<file path="src/rtl/rpn_pkg.sv">
// rpn_pkg: shared encodings for the RPN calculator core.
//   - opcodes (4 bits, 0..11 legal, 12..15 illegal)
//   - response error codes (3 bits)
//   - control FSM state encoding
package rpn_pkg;

  localparam logic [3:0] OP_ADD    = 4'd0;
  localparam logic [3:0] OP_SUB    = 4'd1;
  localparam logic [3:0] OP_MUL    = 4'd2;
  localparam logic [3:0] OP_DIV    = 4'd3;
  localparam logic [3:0] OP_MOD    = 4'd4;
  localparam logic [3:0] OP_POP    = 4'd5;
  localparam logic [3:0] OP_DUP    = 4'd6;
  localparam logic [3:0] OP_SWAP   = 4'd7;
  localparam logic [3:0] OP_PUSH   = 4'd8;
  localparam logic [3:0] OP_APPEND = 4'd9;
  localparam logic [3:0] OP_OVER   = 4'd10;
  localparam logic [3:0] OP_CLEAR  = 4'd11;

  localparam logic [2:0] ERR_OK        = 3'd0;
  localparam logic [2:0] ERR_UNDERFLOW = 3'd1;
  localparam logic [2:0] ERR_OVERFLOW  = 3'd2;
  localparam logic [2:0] ERR_DIV_ZERO  = 3'd3;
  localparam logic [2:0] ERR_ILLEGAL   = 3'd5;

  typedef enum logic [1:0] {
    ST_IDLE    = 2'd0,
    ST_DIV_RUN = 2'd1,
    ST_DIV_WB  = 2'd2
  } state_t;

endpackage

</file>
<file path="src/rtl/rpn_divider.sv">
// rpn_divider: unsigned restoring divider, one quotient bit per cycle.
//   clk, rst_n : clock, async active-low reset (aborts a running division)
//   start      : load a/b and begin; ignored while not idle by the caller
//   a, b       : dividend, divisor (b != 0 guaranteed by the caller)
//   q, r       : quotient, remainder; valid the cycle after done
//   done       : high during the WIDTH-th (final) iteration cycle
module rpn_divider #(
  parameter int WIDTH = 32
) (
  input  logic             clk,
  input  logic             rst_n,
  input  logic             start,
  input  logic [WIDTH-1:0] a,
  input  logic [WIDTH-1:0] b,
  output logic [WIDTH-1:0] q,
  output logic [WIDTH-1:0] r,
  output logic             done
);

  localparam int CW = $clog2(WIDTH + 1);

  logic [WIDTH-1:0] quo, rem, den;
  logic [CW-1:0]    cnt;
  logic             busy;
  logic [WIDTH:0]   shifted, diff;

  assign shifted = {rem, quo[WIDTH-1]};
  // rem < den always, so a set MSB of diff means shifted < den (restore)
  assign diff    = shifted - {1'b0, den};
  // Flagged on the last iteration so the caller can step to writeback on
  // the same edge that produces the final quotient bit.
  assign done    = busy && (cnt == CW'(1));
  assign q       = quo;
  assign r       = rem;

  always_ff @(posedge clk or negedge rst_n) begin
    if (!rst_n) begin
      quo  <= '0;
      rem  <= '0;
      den  <= '0;
      cnt  <= '0;
      busy <= 1'b0;
    end else if (start) begin
      quo  <= a;
      rem  <= '0;
      den  <= b;
      cnt  <= CW'(WIDTH);
      busy <= 1'b1;
    end else if (busy) begin
      if (!diff[WIDTH]) begin
        rem <= diff[WIDTH-1:0];
        quo <= {quo[WIDTH-2:0], 1'b1};
      end else begin
        rem <= shifted[WIDTH-1:0];
        quo <= {quo[WIDTH-2:0], 1'b0};
      end
      cnt <= cnt - CW'(1);
      if (cnt == CW'(1)) busy <= 1'b0;
    end
  end

endmodule

</file>
<file path="src/rtl/rpn_core.sv">
// rpn_core: RPN calculator core - register stack, ALU, iterative divider.
//   clk, rst_n          : clock, async active-low reset
//   cmd_valid/cmd_ready : command handshake (ready only in IDLE)
//   cmd_op, cmd_data    : opcode and PUSH/APPEND operand
//   rsp_valid, rsp_err  : one-cycle completion pulse with error code
//   top, size           : TOS (0 when empty) and entry count
//   empty, full         : size == 0 / size == DEPTH
//   err_sticky          : last response was an error
//
// state      | meaning
// ST_IDLE    | accepting commands, single-cycle ops execute on accept
// ST_DIV_RUN | divider iterating on latched NOS/TOS
// ST_DIV_WB  | pop both operands, push quotient or remainder
module rpn_core
  import rpn_pkg::*;
#(
  parameter int WIDTH = 32,
  parameter int DEPTH = 16,
  localparam int SW   = $clog2(DEPTH + 1)
) (
  input  logic             clk,
  input  logic             rst_n,
  input  logic             cmd_valid,
  output logic             cmd_ready,
  input  logic [3:0]       cmd_op,
  input  logic [WIDTH-1:0] cmd_data,
  output logic             rsp_valid,
  output logic [2:0]       rsp_err,
  output logic [WIDTH-1:0] top,
  output logic [SW-1:0]    size,
  output logic             empty,
  output logic             full,
  output logic             err_sticky
);

  localparam int AW = $clog2(DEPTH);

  state_t           state;
  logic             is_mod;
  logic [WIDTH-1:0] stk [DEPTH];
  logic [AW-1:0]    tos_idx, nos_idx, push_idx;
  logic [WIDTH-1:0] tos, nos;
  logic             accept, need1, need2, grows, div_op, div_start, div_done;
  logic [2:0]       err;
  logic [SW-1:0]    size_nx;
  logic             w0_en, w1_en;
  logic [AW-1:0]    w0_idx, w1_idx;
  logic [WIDTH-1:0] w0_dat, w1_dat, div_q, div_r;

  assign tos_idx  = AW'(size - SW'(1));
  assign nos_idx  = AW'(size - SW'(2));
  assign push_idx = AW'(size);
  assign tos      = stk[tos_idx];
  assign nos      = stk[nos_idx];
  assign top      = (size == '0) ? '0 : tos;
  assign empty    = (size == '0);
  assign full     = (size == SW'(DEPTH));
  assign accept   = cmd_valid && cmd_ready;

  assign div_op = (cmd_op == OP_DIV) || (cmd_op == OP_MOD);
  assign need2  = (cmd_op <= OP_MOD) || (cmd_op == OP_SWAP) || (cmd_op == OP_OVER);
  assign need1  = (cmd_op == OP_POP) || (cmd_op == OP_DUP) || (cmd_op == OP_APPEND);
  assign grows  = (cmd_op == OP_PUSH) || (cmd_op == OP_DUP) || (cmd_op == OP_OVER);

  always_comb begin
    err = ERR_OK;
    if (cmd_op > OP_CLEAR)                             err = ERR_ILLEGAL;
    else if ((need2 && size < SW'(2)) || (need1 && empty)) err = ERR_UNDERFLOW;
    else if (grows && full)                            err = ERR_OVERFLOW;
    else if (div_op && tos == '0)                      err = ERR_DIV_ZERO;
  end

  assign div_start = accept && (err == ERR_OK) && div_op;

  rpn_divider #(.WIDTH(WIDTH)) u_div (
    .clk   (clk),
    .rst_n (rst_n),
    .start (div_start),
    .a     (nos),
    .b     (tos),
    .q     (div_q),
    .r     (div_r),
    .done  (div_done)
  );

  // Stack write ports: w0 targets TOS/new slot, w1 targets NOS.
  always_comb begin
    size_nx = size;
    w0_en   = 1'b0;
    w0_idx  = tos_idx;
    w0_dat  = '0;
    w1_en   = 1'b0;
    w1_idx  = nos_idx;
    w1_dat  = '0;
    if (state == ST_DIV_WB) begin
      w1_en   = 1'b1;
      w1_dat  = is_mod ? div_r : div_q;
      size_nx = size - SW'(1);
    end else if (state == ST_IDLE && accept && err == ERR_OK) begin
      case (cmd_op)
        OP_ADD, OP_SUB, OP_MUL: begin
          w1_en   = 1'b1;
          w1_dat  = (cmd_op == OP_ADD) ? nos + tos :
                    (cmd_op == OP_SUB) ? nos - tos : nos * tos;
          size_nx = size - SW'(1);
        end
        OP_POP:   size_nx = size - SW'(1);
        OP_DUP, OP_OVER, OP_PUSH: begin
          w0_en   = 1'b1;
          w0_idx  = push_idx;
          w0_dat  = (cmd_op == OP_DUP) ? tos : (cmd_op == OP_OVER) ? nos : cmd_data;
          size_nx = size + SW'(1);
        end
        OP_SWAP: begin
          w0_en  = 1'b1;
          w0_dat = nos;
          w1_en  = 1'b1;
          w1_dat = tos;
        end
        OP_APPEND: begin
          w0_en  = 1'b1;
          w0_dat = {tos[WIDTH-9:0], cmd_data[7:0]};
        end
        OP_CLEAR: size_nx = '0;
        default: ;
      endcase
    end
  end

  always_ff @(posedge clk) begin
    if (w0_en) stk[w0_idx] <= w0_dat;
    if (w1_en) stk[w1_idx] <= w1_dat;
  end

  always_ff @(posedge clk or negedge rst_n) begin
    if (!rst_n) begin
      state      <= ST_IDLE;
      size       <= '0;
      cmd_ready  <= 1'b1;
      rsp_valid  <= 1'b0;
      rsp_err    <= ERR_OK;
      err_sticky <= 1'b0;
      is_mod     <= 1'b0;
    end else begin
      size      <= size_nx;
      rsp_valid <= 1'b0;
      case (state)
        ST_IDLE: begin
          if (div_start) begin
            state     <= ST_DIV_RUN;
            cmd_ready <= 1'b0;
            is_mod    <= (cmd_op == OP_MOD);
          end else if (accept) begin
            rsp_valid  <= 1'b1;
            rsp_err    <= err;
            err_sticky <= (err != ERR_OK);
          end
        end
        ST_DIV_RUN: if (div_done) state <= ST_DIV_WB;
        ST_DIV_WB: begin
          state      <= ST_IDLE;
          cmd_ready  <= 1'b1;
          rsp_valid  <= 1'b1;
          rsp_err    <= ERR_OK;
          err_sticky <= 1'b0;
        end
        default: state <= ST_IDLE;
      endcase
    end
  end

endmodule

</file>
<file path="config.mk">
export PLATFORM = sky130hd
export DESIGN_NAME = rpn_core
export DESIGN_NICKNAME = d
export VERILOG_FILES = /design/src/rtl/rpn_pkg.sv /design/src/rtl/rpn_divider.sv /design/src/rtl/rpn_core.sv
export SDC_FILE = /design/constraint.sdc
export NUM_CORES = 2
export LEC_CHECK = 0
export BUFFER_PORTS_ARGS = -buffer_cell sky130_fd_sc_hd__buf_4
export CORE_MARGIN = 3
export CORE_UTILIZATION = 45
export CTS_CLUSTER_SIZE = 12
export DETAILED_ROUTE_END_ITERATION = 16
export GPL_TIMING_DRIVEN = 0
export HOLD_SLACK_MARGIN = 0.08
export PLACE_DENSITY = 0.67
export SETUP_SLACK_MARGIN = 0.15
export SLEW_MARGIN = 20
export SYNTH_ARGS = -nofsm -noshare
export SYNTH_HDL_FRONTEND = slang
export SYNTH_SLANG_ARGS = --single-unit
</file>
<file path="constraint.sdc">
create_clock -name clk -period 11 [get_ports clk]
set_input_delay 1.65 -clock clk [delete_from_list [all_inputs] [get_ports clk]]
set_output_delay 1.65 -clock clk [all_outputs]
set_load 0.01 [all_outputs]
</file>
* Yosys cells after proc, flatten, opt, wreduce, memory -nomap -nowiden
Memories as Yosys holds them, arrays and structs flattened. Cells that the tools add are included.
Storage, ports and cells: memory bits (writable) 512, bits of input ports 39, ROM bits 0, latch bits 0, bits in registers 117, logic and storage cells 138, output and inout bits 45, memories kept 1
Cells by class: order comparisons 3, shift operators 0, bitwise gates (word level) 0, $add $sub $neg 7, reduce and logical (&&, ||, !) cells 38, muxes and demuxes 57, equal/unequal tests 19, divide/modulo/power cells 0, $mul 1
Memories:
- stk | depth 16, width 32, rd ports 2, clocked after Yosys merged registers in 0, write ports 2, line rpn_core.sv:40 | logic [WIDTH-1:0] stk [DEPTH];
Operators by type and width (count):
- two-way mux 32 bit | 15
- case mux 32 bit (3 select lines) | 1
- case mux 32 bit (2 select lines) | 1
- subtractor 33 x 32 -> 33 bit | 1
- adder 32 bit | 1
- logical NOT 32 bit | 1
- multiplier 32 x 32 -> 32 bit | 1
- subtractor 32 bit | 1
- two-way mux 1 bit | 19
- equality test 4 x 3 -> 1 bit (second input constant) | 4
- equality test 4 bit (second input constant) | 4
- case mux 5 bit (3 select lines) | 1
- two-way mux 4 bit | 3
- two-way mux 6 bit | 2
- logical AND 1 bit | 10
- two-way mux 2 bit | 5
- two-way mux 5 bit | 2
- two-way mux 3 bit | 3
- equality test 4 x 2 -> 1 bit (second input constant) | 2
- logical OR 1 bit | 8
- inequality test 2 bit (second input constant) | 4
- AND reduction 2 bit | 4
- OR reduction 4 bit | 2
- equality test 6 x 1 -> 1 bit (second input constant) | 1
- 24 further kinds | 29

* Longest topological paths before layout
An unclocked memory read counts as a cell.
word-level depth 14, mapped depth 47, gate-level depth less buffers 36

* By module
Synthesis repeated with hierarchy kept, for this count alone.
Unflattened totals: cells, all modules 5235, area, all modules 58082.0 µm²
By module, submodules not included:
- rpn_core | instances 1, cells an instance 4527, sequential area each 15726.3 µm², area each 51758.4 µm²
- rpn_divider | instances 1, cells an instance 708, sequential area each 2577.5 µm², area each 6323.6 µm²

* Worst setup path before layout
No wires, ideal clock.
kind register -> register, from register size[1], to memory stk[1][24] (data pin), period minus slack after synthesis 11.120 ns, required time 10.724 ns, setup slack -0.120 ns, stages on the path, launching flop included 43, setup time 0.276 ns, arrival time 10.843 ns, cells stage by stage dfrtp_1 -> buf_4 -> buf_8 -> buf_6 -> buf_4 -> buf_4 -> buf_4 -> inv_1 -> ha_1 -> buf_4 -> buf_4 -> buf_4 -> buf_4 -> mux4_2 -> mux2i_1 -> a21o_1 -> clkbuf_1 -> buf_1 -> (+7 left out) -> fa_1 -> inv_1 -> fa_1 -> inv_1 -> fa_1 -> fa_1 -> ha_1 -> a21o_1 -> a21o_1 -> a21o_1 -> a21o_1 -> a311o_1 -> a21oi_1 -> xor2_1 -> o21ai_0 -> a222oi_1 -> buf_4 -> mux2i_1
RTL lines:
- from (decl) | line rpn_core.sv:30 | output logic [SW-1:0] size,
- from (signal assigned) | line rpn_core.sv:145 | size <= size_nx;
- to (decl) | line rpn_core.sv:40

==> impl_metrics.ini <==
[sta]
worst-slew-pin-transition_ns = 1.31
fmax_ghz = 0.0894
slew_headroom_pct = 12.8
unrepaired_setup_endpoints_after_global_routing = yes
report.final.slew_viol_count = 0
final_hold_viol_count = 0
fin_crit_sh_pct = 102
fin_crit_ns = 11.19
finalSetupViolations = 99
final_critical_path_setup_slack_ns = -0.185
fin_skew_ns = 0.0534

[detailed_routing]
drt_wl_total_um = 279000
antenna_violating_nets_post_route = 0
detail_route.first_pass.iterations = 14
routed_wire_length_per_instance_um = 36.5
remaining_drc_errors = 1
post_drt_via_cell_ratio = 6.72
num_vias = 51365
drt-initial-drc-count = 7821

[setup_path]
timing.critical_path.slowest_stage_cell = sky130_fd_sc_hd__fa_2
cp_data_arrival_time_ns = 11.58
critical_path.startpoint_type = flip-flop
worstSetupStartpoint = size[1]
critPathCaptureType = flip-flop
crit_path_frequent_cell = sky130_fd_sc_hd__fa_1
critical_path_class = reg2reg
required_ns = 11.39
crit_fanout = 6
worst_path_largest_cell_delay_ns = 0.58
rr_startpoint = size[1]

[floorplan]
dieWidth_um = 363
die_area_um2 = 132000
num_rows = 130
placeableCoreArea_um2 = 126000
io_pins = 84
fp.dieH_um = 363
initial_utilization_pct = 45.5

[synth]
syn_area_per_cell_um2 = 10.3
post_synth_edffs = 512
synthCells = 5549
seq_area_frac_synth_pct = 31.9
async_flop_share_pct = 18.6
ys_warn_count = 0
post_synth_main_area_contributors = sky130_fd_sc_hd__edfxtp_1 27%, sky130_fd_sc_hd__fa_1 14%, sky130_fd_sc_hd__mux4_2 10%
ys_types = 96
yosysTopAreaCellShare_pct = 26.8
yosys_register_bits = 629
postSynthNetCount = 6227
synth_ff_type = sky130_fd_sc_hd__edfxtp_1
syn-cell-area_um2 = 57400
synth_top_cell_by_area = sky130_fd_sc_hd__edfxtp_1

[grt]
gr-usage-all-layers_pct = 41.5
pin_count_of_the_biggest_net_entering_global_routing = 61
initial_antenna_violation_count = 27
wire_length_of_the_first_global_routing_pass_um = 380000
total_overflow_reported_by_the_global_router = 0
first_global_vias = 49528

[finish]
multi_input_comb_area_um2 = 36500
area_added_between_synthesis_and_finish_pct = 18.7
mostFrequentLayoutCell = sky130_fd_sc_hd__nand2_1
layout_common_cells = 671 x sky130_fd_sc_hd__nand2_1, 526 x sky130_fd_sc_hd__nor2_1, 523 x sky130_fd_sc_hd__inv_1
drive_gt1_share_pct = 21.6
filler_cell_count = 11051
finalNonFillerCells = 7647
nNetsFinal = 6600
seqCellArea_um2 = 18300

[place]
dp_cells = 7322
port-buffer-count = 82
hpwl_um = 206000
gp_congestion = 1.09

[clock_network]
clock_tree.root_cell = sky130_fd_sc_hd__clkbuf_16
ctsHoldBuffers = 0
h-tree-depth = 3
numCtsBuffers = 72
worst_skew_pair.late_latency_ns = 0.72
tritoncts_num_sinks = 629
tritoncts = built
clk_path_buf_depth = 3
path_clk_slew_ns = 0.06

[run_status]
failed_checks = design-rule violations, negative setup slack
run_status = finished, violations left

[min_path]
holdCritPathClass = reg2reg
worst_hold_startpoint = u_div.den[15]

[job]
cap_violations = 0
-- synth_stat cells (all sizes together) (36+ instances only) --
cell	n
o22ai	59
o21ai	450
clkbuf	266
dfrtp	116
a21oi	185
buf	155
ha	228
nor2	535
xnor2	96
xor2	38
nor3	36
fa	411
mux4	263
a21o	56
nand2	724
mux2i	373
edfxtp	512
inv	559
mux2	61
-- per-layer routing --
layer	global-route usage, %	vias to the layer above	wire length, um
li1	-	20093	-
met1	51.7	25467	95600
met2	58.8	4587	114000
met3	15.4	1204	42600
met4	31.0	14	26400
met5	0.254	-	139
-- sequential cells by signal (all words and copies together) (netlist names), 2 cells and up --
name,cells
rsp_err,3
size,5
state,2
stk,512
u_div.cnt,6
u_div.den,32
u_div.q,32
u_div.r,32
-- layout make-up --
| class | count | share of cell area (%) |
|---|---|---|
| diodes | 22 | 0.0808 |
| plain buffers | 412 | 4.53 |
| clock buffers | 92 | 2.80 |
| clock inverters | 35 | 0.707 |
| inverters | 574 | 3.29 |
| multi-input cells | 3925 | 53.6 |
| flip-flops and latches | 629 | 26.9 |
| well taps | 1650 | 3.03 |
| repair buffers | 308 | 5.06 |
-- metrics by stage --
| stage | util, % | worst slack [ns] | setup TNS [ns] | hold WS (ns) | area [um2] |
|---|---|---|---|---|---|
| floorplan | - | 0.156 | 0 | 0.450 | 57400 |
| global placement | 47.7 | -5.31 | -2428.71 | 0.463 | 60100 |
| detailed placement | 48.7 | -5.21 | -1638.16 | 0.473 | 61300 |
| CTS | 53.0 | 0.137 | 0 | 0.486 | 66800 |
| global route | 54.0 | -0.294 | -26.32 | 0.510 | 68100 |
| finish | 54.0 | -0.185 | -8.75 | 0.481 | 68100 |
-- worst max-delay path: cells and delay by family, from the launching register on --
family / cells / cell delay [ns]
fa+ha+maj: 10 / 4.58
buf+inv: 21 / 2.57
compound gates: 9 / 1.94
mux: 3 / 0.93
flops: 1 / 0.38
xor+xnor: 1 / 0.37
simple gates: 1 / 0.06
-- cells by family (layout without fill, tap and decap cells) --
logic type	after synthesis	after routing	synth area share [%]
muxes	697	697	18.3
other	0	22	0
buffers and inverters	995	1421	7.44
xor gates and xnor gates	135	135	2.18
and+or+nand+nor	1456	1456	10.3
DFF	629	629	31.9
AOI/OAI and AO/OA	998	998	10.5
adders and majority gates	639	639	19.3
-- worst paths after layout --
check / to / slack (ns) / depth (start not counted)
min in group asynchronous: u_div.den[30] / 0.95 / 1
worst max register to register: stk[0][24] / -0.19 / 45
worst min-delay path: u_div.den[15] / 0.48 / 2
worst max-delay path: stk[0][24] / -0.19 / 45
worst min register to register: u_div.den[15] / 0.48 / 2
max in group asynchronous: cmd_ready / 9.26 / 2
-- what timing repair did --
item / in CTS / in global routing
gates cloned: 3 / 6
resized for setup: 452 / 303
setup endpoints to repair: 458 / 287
buffers inserted: 134 / 42
pin swaps: 88 / 90
Power is left out: the tool's default activity adds up to more than one toggle a clock period on the data nets, which glitch-free logic cannot reach.
